$ cat src/rtl/zet_ng_wb_ext_arbiter.sv
// Two-master Wishbone B3 arbiter for the external-memory port.
// m0 = Zet CPU, m1 = OSD MAM debug. Whole cyc tenures are granted round-robin,
// with at least one IDLE cycle between tenures. A per-access watchdog answers
// a stalled strobe with err so a dead slave cannot hang the debug path.
//
// Handshake: Wishbone B3 classic/burst. A beat completes on any cycle where the
// owner's stb is high and one of ack/err/rty is returned; the owner holds
// ownership for as long as its cyc stays high, and releases in the first cycle
// its cyc is low.
module zet_ng_wb_ext_arbiter #(
  parameter int ADDR_WIDTH = 27,
  parameter int TIMEOUT    = 1024
) (
  input  logic                  clk,
  input  logic                  rst,
  input  logic [ADDR_WIDTH-1:0] m0_adr_i,
  input  logic [31:0]           m0_dat_i,
  input  logic [3:0]            m0_sel_i,
  input  logic                  m0_we_i,
  input  logic                  m0_cyc_i,
  input  logic                  m0_stb_i,
  input  logic [2:0]            m0_cti_i,
  input  logic [1:0]            m0_bte_i,
  output logic [31:0]           m0_dat_o,
  output logic                  m0_ack_o,
  output logic                  m0_err_o,
  output logic                  m0_rty_o,
  input  logic [ADDR_WIDTH-1:0] m1_adr_i,
  input  logic [31:0]           m1_dat_i,
  input  logic [3:0]            m1_sel_i,
  input  logic                  m1_we_i,
  input  logic                  m1_cyc_i,
  input  logic                  m1_stb_i,
  input  logic [2:0]            m1_cti_i,
  input  logic [1:0]            m1_bte_i,
  output logic [31:0]           m1_dat_o,
  output logic                  m1_ack_o,
  output logic                  m1_err_o,
  output logic                  m1_rty_o,
  output logic [ADDR_WIDTH-1:0] s_adr_o,
  output logic [31:0]           s_dat_o,
  output logic [3:0]            s_sel_o,
  output logic                  s_we_o,
  output logic                  s_cyc_o,
  output logic                  s_stb_o,
  output logic [2:0]            s_cti_o,
  output logic [1:0]            s_bte_o,
  input  logic [31:0]           s_dat_i,
  input  logic                  s_ack_i,
  input  logic                  s_err_i,
  input  logic                  s_rty_i,
  output logic [1:0]            grant_o,
  output logic                  timeout_o
);

  // A disabled watchdog still keeps a 1-bit counter so no zero-width vector exists.
  localparam int WD_W = (TIMEOUT == 0) ? 1 : $clog2(TIMEOUT + 1);
  localparam logic [WD_W-1:0] WD_MAX = WD_W'(TIMEOUT);

  typedef enum logic {IDLE, BUSY} state_t;

  state_t          state, state_next;
  logic            owner, owner_next;
  logic            last, last_next;
  logic [WD_W-1:0] wd_cnt, wd_next;

  logic                  busy, resp, fire;
  logic                  own_cyc, own_stb;
  logic [ADDR_WIDTH-1:0] own_adr;
  logic [31:0]           own_dat;
  logic [3:0]            own_sel;
  logic                  own_we;
  logic [2:0]            own_cti;
  logic [1:0]            own_bte;

  assign busy = (state == BUSY);
  assign resp = s_ack_i | s_err_i | s_rty_i;

  // Select the current owner's request lines.
  always_comb begin
    own_adr = owner ? m1_adr_i : m0_adr_i;
    own_dat = owner ? m1_dat_i : m0_dat_i;
    own_sel = owner ? m1_sel_i : m0_sel_i;
    own_we  = owner ? m1_we_i  : m0_we_i;
    own_cyc = owner ? m1_cyc_i : m0_cyc_i;
    own_stb = owner ? m1_stb_i : m0_stb_i;
    own_cti = owner ? m1_cti_i : m0_cti_i;
    own_bte = owner ? m1_bte_i : m0_bte_i;
  end

  // Watchdog fires only on an unanswered strobe; a same-cycle response wins.
  assign fire = (TIMEOUT != 0) && busy && own_cyc && own_stb && !resp &&
                (wd_cnt == WD_MAX);

  // Bus muxing and response routing; everything is quiet outside BUSY.
  always_comb begin
    s_adr_o   = '0;
    s_dat_o   = '0;
    s_sel_o   = '0;
    s_we_o    = 1'b0;
    s_cyc_o   = 1'b0;
    s_stb_o   = 1'b0;
    s_cti_o   = '0;
    s_bte_o   = '0;
    m0_dat_o  = '0;
    m0_ack_o  = 1'b0;
    m0_err_o  = 1'b0;
    m0_rty_o  = 1'b0;
    m1_dat_o  = '0;
    m1_ack_o  = 1'b0;
    m1_err_o  = 1'b0;
    m1_rty_o  = 1'b0;
    grant_o   = 2'b00;
    timeout_o = fire;
    if (busy) begin
      s_adr_o = own_adr;
      s_dat_o = own_dat;
      s_sel_o = own_sel;
      s_we_o  = own_we;
      s_cyc_o = own_cyc & ~fire;
      s_stb_o = own_stb & ~fire;
      s_cti_o = own_cti;
      s_bte_o = own_bte;
      grant_o = {owner, ~owner};
      if (owner) begin
        m1_dat_o = s_dat_i;
        m1_ack_o = s_ack_i;
        m1_err_o = s_err_i | fire;
        m1_rty_o = s_rty_i;
      end else begin
        m0_dat_o = s_dat_i;
        m0_ack_o = s_ack_i;
        m0_err_o = s_err_i | fire;
        m0_rty_o = s_rty_i;
      end
    end
  end

  // Next-state logic: arbitration in IDLE, release and watchdog in BUSY.
  always_comb begin
    state_next = state;
    owner_next = owner;
    last_next  = last;
    wd_next    = wd_cnt;
    case (state)
      IDLE: begin
        wd_next = '0;
        if (m0_cyc_i && m1_cyc_i) begin
          owner_next = ~last;
          state_next = BUSY;
        end else if (m0_cyc_i) begin
          owner_next = 1'b0;
          state_next = BUSY;
        end else if (m1_cyc_i) begin
          owner_next = 1'b1;
          state_next = BUSY;
        end
      end
      BUSY: begin
        if (!own_cyc) begin
          state_next = IDLE;
          last_next  = owner;
          wd_next    = '0;
        end else if ((TIMEOUT == 0) || fire || !own_stb || resp) begin
          wd_next = '0;
        end else begin
          wd_next = wd_cnt + 1'b1;
        end
      end
      default: state_next = IDLE;
    endcase
  end

  // State registers; last resets to 1 so m0 wins the first tie.
  always_ff @(posedge clk) begin
    if (rst) begin
      state  <= IDLE;
      owner  <= 1'b0;
      last   <= 1'b1;
      wd_cnt <= '0;
    end else begin
      state  <= state_next;
      owner  <= owner_next;
      last   <= last_next;
      wd_cnt <= wd_next;
    end
  end

endmodule

$ cat config.mk
export PLATFORM = sky130hd
export DESIGN_NAME = zet_ng_wb_ext_arbiter
export DESIGN_NICKNAME = d
export VERILOG_FILES = /design/src/rtl/zet_ng_wb_ext_arbiter.sv
export SDC_FILE = /design/constraint.sdc
export NUM_CORES = 1
export LEC_CHECK = 0
export ABC_AREA = 1
export CELL_PAD_IN_SITES_DETAIL_PLACEMENT = 1
export CELL_PAD_IN_SITES_GLOBAL_PLACEMENT = 2
export CORE_UTILIZATION = 10
export CTS_CLUSTER_SIZE = 24
export DETAILED_ROUTE_END_ITERATION = 6
export PLACE_DENSITY_LB_ADDON = 0.08
export RECOVER_POWER = 100
export SYNTH_ARGS = -nofsm -noshare
export SYNTH_HDL_FRONTEND = slang
export SYNTH_SLANG_ARGS = --single-unit
$ cat constraint.sdc
create_clock -name clk -period 2.82 [get_ports clk]
set_input_delay 0.705 -clock clk [delete_from_list [all_inputs] [get_ports clk]]
set_output_delay 0.705 -clock clk [all_outputs]
set_load 0.05 [all_outputs]
# Word-level counts from Yosys, hierarchy flattened

Cells that the tools add are included.

$mul: 0
Mux-type cells: 44
Bitwise logic cells: 10
Equality and inequality tests: 1
Add/subtract/negate cells: 1
Magnitude comparators: 0
Div/mod/pow operators: 0
Shift operators: 0
Reduce and logical (&&, ||, !) cells: 12

Operators with widths:

| operator              | count |
|---|---|
| $mux 32               | 6 |
| $mux 27               | 2 |
| $mux 1                | 25 |
| $mux 11               | 2 |
| $pmux 11 s2           | 1 |
| $add 11x1->11 const B | 1 |
| $eq 11x11->1 const B  | 1 |
| $mux 4                | 2 |
| $mux 2                | 3 |
| $mux 3                | 2 |
| $logic_and 1x1->1     | 5 |
| $not 1->1             | 5 |
| $reduce_and 2->1      | 2 |
| $or 1x1->1            | 3 |
| $reduce_bool 3->1     | 1 |
| $and 1x1->1           | 2 |
| $logic_not 1->1       | 2 |
| $logic_or 1x1->1      | 2 |
| $pmux 1 s2            | 1 |

Register bits: 14
Latch bits: 0
Memories kept: 0
Memory bits (writable): 0
Bits in read-only memories: 0
Logic and storage cells: 72
Output and inout bits: 144
Bits of input ports: 179

# Depth between registers and ports, before layout

Gate-level depths: netlist of the first run.

Depth after elaboration: 10
Mapped depth: 8
Gate-level depth less buffers: 8

# Worst setup path after synthesis of the first run

No wires, ideal clock.

Kind: input -> output
Start: input s_err_i
End: output s_cyc_o
Slack: -0.020 ns
Cell stages on the path: 6
Arrival time: 2.135 ns
Buffers on the path: 0
Required time: 2.115 ns
Path through: inv_1 > nand2_1 > nor2_1 > nand4_1 > nor2_1 > nor2_1

Longest elaborated chain between the ends: 8

Ends and longest elaborated chain:

| what                           | RTL line | RTL |
|---|---|---|
| start: declaration             | 50       | `input logic s_err_i,` |
| $or 1x1->1 (2 in a row)        | 77       | `assign resp = s_ack_i \| s_err_i \| s_rty_i;` |
| $logic_not 1->1                | 92       | `assign fire = (TIMEOUT != 0) && busy && own_cyc && own_stb && !resp &&` |
| $logic_and 1x1->1 (2 in a row) | 92       |  |
| via timeout_o                  | 53       | `output logic timeout_o` |
| $not 1->1                      | 120      | `s_cyc_o = own_cyc & ~fire;` |
| $and 1x1->1                    | 120      |  |
| $mux 1                         | 115      | `if (busy) begin` |
| end: declaration               | 44       | `output logic s_cyc_o,` |

The timed path passes the listed nets, and every way through them passes these cells.

# Worst setup path after layout of the first run

Start: input m0_cyc_i
End: output m1_err_o

Longest elaborated chain between the ends: 8

Ends and longest elaborated chain:

| what                           | RTL line | RTL |
|---|---|---|
| start: declaration             | 20       | `input logic m0_cyc_i,` |
| $mux 1                         | 85       | `own_cyc = owner ? m1_cyc_i : m0_cyc_i;` |
| $logic_and 1x1->1 (4 in a row) | 92       |  |
| $or 1x1->1                     | 128      | `m1_err_o = s_err_i \| fire;` |
| $mux 1                         | 125      | `if (owner) begin` |
| $mux 1                         | 115      |  |
| end: declaration               | 38       | `output logic m1_err_o,` |

Every way passes these cells.

==> summary.md, run 1 <==
| Metric | Value |
|---|---|
| Global-route wire length before repair | `23500 µm` |
| Layout cell share with drive strength beyond 1 | `0.113` |
| Utilization after layout | `0.287` |
| CP endpoint kind | `output port` |
| Crit path time final | `2.76 ns` |
| Crit Path Category | `input pin to output port` |
| Post-detail-place hpwl | `13700 µm` |
| Initial Utilization | `0.102` |
| Ranking of synthesized cells by area | `a22o_1 32%, nor2_1 18%, dfxtp_1 15%, inv_1 9.8%, nand2_1 5.5%` |
| Clk_skew | `0.00269 ns` |
| Async SR Flop Fraction | `0` |
| Final setup viols | `0` |
| Clock transition at path regs | `0.05 ns` |
| Site row count | `50` |
| Dpl cell area | `6810 µm²` |
| Static leakage | `0.00326 µW` |
| Worst path max stage delay | `0.49 ns` |
| Status | `finished, final reports clean` |
| Syn Area/Cell | `6.16 µm²` |
| Routed vias | `3437` |
| Slew @ Worst Pin | `0.694 ns` |
| Critical Path Start Type | `input pin` |
| R2r endpoint | `wd_cnt[7]` |
| DR WL/cell | `19.3 µm` |
| Syn Nets | `491` |
| Relative slew slack | `0.539` |
| Vias per cell | `4.00` |
| Buffers on Ports | `322` |
| Syn-to-layout area delta | `181%` |
| Starting DRT DRC Count | `90` |
| Clk Latency, worst-skew pair | `0.24 ns` |
| Detail Route Antenna Nets | `0` |
| WP depth | `8` |
| Number of global-route vias before repair | `3483` |
| Synth top cells by count | `90 x nor2_1, 69 x a22o_1, 50 x inv_1, 28 x nand2_1, 14 x dfxtp_1` |
| Critical Path Fanout Max | `3` |
| Core Area | `18700 µm²` |
| Synthesized area | `1910 µm²` |
| Reg2reg path depth | `8` |
| Overall power | `1640 µW` |
| Worst path arrival time | `2.05 ns` |
| CTS tree | `yes` |
| Reg2reg start | `owner` |
| Synthesized instance count | `310` |
| CTS buffer count | `3` |
| Worst vdd ir | `204 µV` |
| Post-synth EDFFs | `0` |
| Max Slew Vio Count | `0` |
| GRT Total Usage | `0.157` |
| Min-delay worst type | `flip-flop to flip-flop` |
| PwrDens | `305 nW/µm²` |
| Worst Hold Slack | `0.463 ns` |
| Drt drc | `0` |
| Cell with the most instances after synthesis | `nor2_1` |
| Hold EP | `wd_cnt[0]` |
| Fmax achieved | `362 MHz` |
| Hold Path Depth | `1` |
| Slowest CP cell | `clkdlybuf4s50_1` |
| Die area | `19700 µm²` |
| CP cell instances | `clkdlybuf4s50_1, nand2_1, nand2_1, nand2_1, nor2_1, nand2_2, a21oi_4, buf_12` |
| Post-synth top area cell | `a22o_1` |
| Routability-driven placement congestion ratio | `0.785` |
| I/O pins | `323` |
| Final nets | `808` |
| Req. time, crit path | `2.12 ns` |
| Total negative setup slack | `0 ns` |
| Die Height | `140 µm` |
| Final hold viol count | `0` |
| Synth warn | `0` |
| Sequential area share after synthesis | `0.147` |
| Final worst path period share | `0.979` |
| Top_reg_cell synth | `dfxtp_1` |
| Num Clock Sinks | `14` |
| Die width | `140 µm` |
| Initial antenna violation count | `1` |
| CP top delay family | `buffers and inverters` |
| Max Root-Sink Buffers | `2` |
| WL final | `16600 µm` |
| Hold_sp | `wd_cnt[0]` |
| Worst R2R Setup Slack | `1.23 ns` |
| CTS root buffer | `clkbuf_16` |
| Largest net degree at the start of global routing | `71` |
| Crit-path most repeated cell | `nand2_1` |
| Flops & latches, synth | `14` |
| Distinct cell type count after synthesis | `28` |
| MaxCap Viol Count | `0` |
| Iteration count of the initial detailed-routing pass | `4` |
| WP buf/inv | `2` |
| # diodes | `0` |
| Cell area after layout | `5370 µm²` |
| Grt ovf | `0` |
| H-tree depth | `1` |
| Area share of the largest cell type after synthesis | `0.317` |
[registers in the layout, indices dropped and copies added (netlist names)]
| signal | cells |
|---|---|
| last | 1 |
| wd_cnt | 11 |
| busy | 1 |
| owner | 1 |
[metrics by stage]
step,setup WS (ns),instances
floorplan,0.146,310
global placement,0.0184,854
detailed placement,-0.00731,854
CTS,-0.00528,858
global route,-0.0278,860
finish,0.0602,860
[cell families (layout without fill, tap and decap cells)]
| family | after synthesis | in the layout | synth area share |
|---|---|---|---|
| DFF | 14 | 14 | 0.147 |
| adders and majority gates | 2 | 2 | 0.0131 |
| buffers and inverters | 74 | 390 | 0.170 |
| AOI/OAI and AO/OA | 79 | 79 | 0.352 |
| and+or+nand+nor | 136 | 136 | 0.296 |
| xor gates and xnor gates | 5 | 5 | 0.0229 |
[how the worst max path moves through the flow]
stage	start	to	slack, ns
2_1_floorplan	s_err_i	m0_err_o	0.15
3_3_place_gp	s_ack_i	m0_err_o	0.02
3_5_place_dp	s_ack_i	m1_err_o	-0.007
4_1_cts	s_ack_i	m1_err_o	-0.005
5_1_grt	s_ack_i	m1_err_o	-0.03
6_report	m0_cyc_i	m1_err_o	0.06
[routing by layer]
metal | GRT usage | vias up | wire (µm)
met4 | 0.00868 | 2 | 106
li1 | - | 1657 | -
met1 | 0.163 | 1628 | 6180
met3 | 0.0438 | 8 | 1240
met5 | 0 | - | 13
met2 | 0.319 | 142 | 9030
[cell type report]
type                            instances  area [µm²]
Inverter                               53         199
Fill cell                            2268       13300
Tap cell                              234         293
Timing Repair Buffer                  333        3190
Multi-Input combinational cell        222        1320
Clock buffer                            4        88.8
Sequential cell                        14         280
[power by group]
part           switching, µW  internal, µW
Combinational            682           451
Sequential              5.83           202
Clock                   83.0           215
[what timing repair did]
item | 4_1_cts | 5_1_grt
hold buffers | 0 | 0
gates resized for setup | 0 | 8
setup endpoints to repair | 1 | 3
hold endpoints to repair | 0 | 0
setup buffers | 0 | 2
pin swaps | 0 | 1
[cells in the final DEF, fill, tap and decap left out, drive strengths merged, types with 2 or more instances in the layout]
| cell type | n |
|---|---|
| a21oi | 6 |
| clkdlybuf4s50 | 177 |
| nand3 | 8 |
| xnor2 | 2 |
| nor2 | 91 |
| xor2 | 3 |
| dlymetal6s2s | 66 |
| o21ai | 2 |
| nand2 | 31 |
| dfxtp | 14 |
| inv | 53 |
| a22o | 69 |
| ha | 2 |
| buf | 18 |
| nand4 | 4 |
| clkbuf | 76 |
(Power assumes the default switching activity.)
==> run 2, diff against run 1 <==
==> constraint.sdc (replaced) <==
create_clock -name clk -period 2.82 [get_ports clk]
set_input_delay 0.564 -clock clk [delete_from_list [all_inputs] [get_ports clk]]
set_output_delay 0.564 -clock clk [all_outputs]
set_load 0.05 [all_outputs]
==> summary.md, run 2 (synthesized netlist as in run 1, its figures left out) <==
| Metric | Value |
|---|---|
| Routability-driven placement congestion ratio | `0.777 (was 0.785)` |
| Die Height | `140 µm (unchanged)` |
| DR WL/cell | `18.5 µm (was 19.3 µm)` |
| CTS buffer count | `3 (unchanged)` |
| Footprint of the multi-input gates | `1290 µm² (was 1320 µm²)` |
| Largest net degree at the start of global routing | `71 (unchanged)` |
| Initial antenna violation count | `0 (was 1)` |
| MaxCap Viol Count | `0 (unchanged)` |
| Max Root-Sink Buffers | `2 (unchanged)` |
| Clock transition at path regs | `0.05 ns (about the same)` |
| CP endpoint kind | `output port (unchanged)` |
| Site row count | `50 (unchanged)` |
| Initial Utilization | `0.102 (unchanged)` |
| Fmax achieved | `372 MHz (was 362 MHz)` |
| Largest register FFs | `11 (unchanged)` |
| Crit path time final | `2.69 ns (was 2.76 ns)` |
| I/O pins | `323 (unchanged)` |
| Post-CTS Hold Fix Bufs | `0 (unchanged)` |
| GR Util met3 | `0.0438 (unchanged)` |
| Layout cell share with drive strength beyond 1 | `0.258 (was 0.113)` |
| Comb pwr share | `0.681 (was 0.691)` |
| Num Clock Sinks | `14 (unchanged)` |
| Total negative setup slack | `0 ns (unchanged)` |
| RSZ-0062 raised after global routing | `no` |
| Starting DRT DRC Count | `117 (was 90)` |
| Clk Latency, worst-skew pair | `0.24 ns (about the same)` |
| Largest register by flop count | `wd_cnt (unchanged)` |
| Crit Path Category | `input pin to output port (unchanged)` |
| Most frequent cells in the layout | `177 x clkdlybuf4s50_1, 91 x nor2_1, 70 x clkbuf_2, 69 x a22o_1, 60 x clkbuf_4 (was 177 x clkdlybuf4s50_1, 89 x nor2_1, 69 x a22o_1, 66 x dlymetal6s2s_1, 50 x inv_1)` |
| Final nets | `802 (was 808)` |
| Worst vdd ir | `163 µV (was 204 µV)` |
| # fillers | `2281 (was 2268)` |
| CTS root buffer | `clkbuf_16 (unchanged)` |
| Most common cell after layout, fill and taps aside | `clkdlybuf4s50_1 (unchanged)` |
| Final worst path period share | `0.953 (was 0.979)` |
| Buffers on Ports | `322 (unchanged)` |
| # diodes | `0 (unchanged)` |
| Grt met2 use | `0.294 (was 0.319)` |
| Slowest CP cell | `dlygate4sd3_1 (was clkdlybuf4s50_1)` |
| WL final | `15800 µm (was 16600 µm)` |
| Critical Path Start Type | `input pin (unchanged)` |
| Grt ovf | `0 (unchanged)` |
| CP cell instances | `dlygate4sd3_1, nand2_1, nand2_1, nand2_1, nor2_1, nand2_1, a21oi_1, buf_12 (was clkdlybuf4s50_1, nand2_1, nand2_1, nand2_1, nor2_1, nand2_2, a21oi_4, buf_12)` |
| H-tree depth | `1 (unchanged)` |
| Req. time, crit path | `2.26 ns (was 2.12 ns)` |
| PwrDens | `325 nW/µm² (was 305 nW/µm²)` |
| Routed vias | `3364 (was 3437)` |
| Vias per cell | `3.94 (was 4.00)` |
| GRT Total Usage | `0.151 (was 0.157)` |
| Utilization after layout | `0.261 (was 0.287)` |
| Clk pwr share | `0.188 (was 0.182)` |
| Internal power | `825 µW (was 868 µW)` |
| Sw Share | `0.481 (was 0.470)` |
| Setup ws final | `0.133 ns (was 0.0602 ns)` |
| GRT busiest layer | `met2 (unchanged)` |
| Number of global-route vias before repair | `3373 (was 3483)` |
| Post-CTS Setup Bufs | `0 (unchanged)` |
| Die width | `140 µm (unchanged)` |
| Post-detail-place hpwl | `13100 µm (was 13700 µm)` |
| Die area | `19700 µm² (unchanged)` |
| Placed insts | `850 (was 854)` |
| Static leakage | `0.00238 µW (was 0.00326 µW)` |
| Switching power | `765 µW (was 771 µW)` |
| FF+latch area | `280 µm² (unchanged)` |
| Drt drc | `0 (unchanged)` |
| Relative slew slack | `0.428 (was 0.539)` |
| Final setup viols | `0 (unchanged)` |
| Detail Route Antenna Nets | `0 (unchanged)` |
| M1 GR Usage | `0.165 (was 0.163)` |
| Slew @ Worst Pin | `0.858 ns (was 0.694 ns)` |
| Finished Layout Cells | `854 (was 860)` |
| Critical Path Fanout Max | `4 (was 3)` |
| Iteration count of the initial detailed-routing pass | `4 (unchanged)` |
| Pre-CTS WS | `0.162 ns (was -0.00731 ns)` |
| Status | `finished, final reports clean (unchanged)` |
| Syn-to-layout area delta | `156% (was 181%)` |
| Reg power frac | `0.131 (was 0.127)` |
| Core Area | `18700 µm² (unchanged)` |
| Global-route wire length before repair | `22500 µm (was 23500 µm)` |
| Worst path arrival time | `2.12 ns (was 2.05 ns)` |
| Crit-path most repeated cell | `nand2_1 (unchanged)` |
| Min-delay worst type | `flip-flop to flip-flop (unchanged)` |
| CTS tree | `yes (unchanged)` |
| Worst path max stage delay | `0.58 ns (was 0.49 ns)` |
| Clk_skew | `0.00450 ns (was 0.00269 ns)` |
| Final hold viol count | `0 (unchanged)` |
| Max Slew Vio Count | `0 (unchanged)` |
[run 2: changes by cell type in the layout (fill, tap and decap cells not counted), moves of 2 or more]
cell and change:
clkbuf_2 +37, clkbuf_1 -36, nor2_1 +2, buf_12 -8, buf_4 -3, dlymetal6s2s_1 -65
a21oi_1 +2, clkbuf_4 +57, nor2_2 -2, a21oi_4 -2, buf_2 +11
[run 2: worst max-delay path: cells and delay by family]
kind / cells / cell delay [ns]
and+or+nand+nor: 5 / 0.56
AOI/OAI and AO/OA: 1 / 0.24
buffers and inverters: 2 / 0.76
[run 2: layer usage]
metal,wire [µm],part of all wire
met5,0,0
met4,79,0.0050
met2,8260,0.52
met3,1250,0.079
met1,6180,0.39
[run 2: power groups by stage]
stage / combinational (µW) / clock (µW) / sequential (µW)
5_1_grt: 1140 / 320 / 208
3_3_place_gp: 1370 / 0 / 212
2_1_floorplan: 626 / 0 / 208
6_report: 1080 / 299 / 208
4_1_cts: 1390 / 311 / 208
3_5_place_dp: 1380 / 0 / 212
[run 2: layout make-up]
cell class / instances / share of cell area
timing repair buffer: 327 / 0.561
multi-input combinational: 222 / 0.263
tap: 234 / 0.0599
sequential: 14 / 0.0573
inverter: 53 / 0.0407
clock buffer: 4 / 0.0182
[run 2: worst paths after layout]
kind | cells past startpoint | from | slack [ns] | endpoint
worst max register to register | 7 | wd_cnt[0] | 1.36 | wd_cnt[6]
worst max-delay path | 8 | m1_cyc_i | 0.13 | m0_err_o
worst min register to register | 1 | wd_cnt[0] | 0.46 | wd_cnt[0]
worst min-delay path | 1 | wd_cnt[0] | 0.46 | wd_cnt[0]
[run 2: repair_timing]
action                                  CTS  global route
resized for setup                         0             1
endpoints found under the setup margin    0             1
hold endpoints to repair                  0             0
[run 2: per-stage QoR]
step                instance area (µm²)  hold slack, ns  total power [µW]
floorplan                          1910           0.430               834
global placement                   5950           0.447              1590
detailed placement                 5950           0.453              1590
CTS                                6040           0.466              1910
global route                       4890           0.512              1670
finish                             4890           0.461              1590
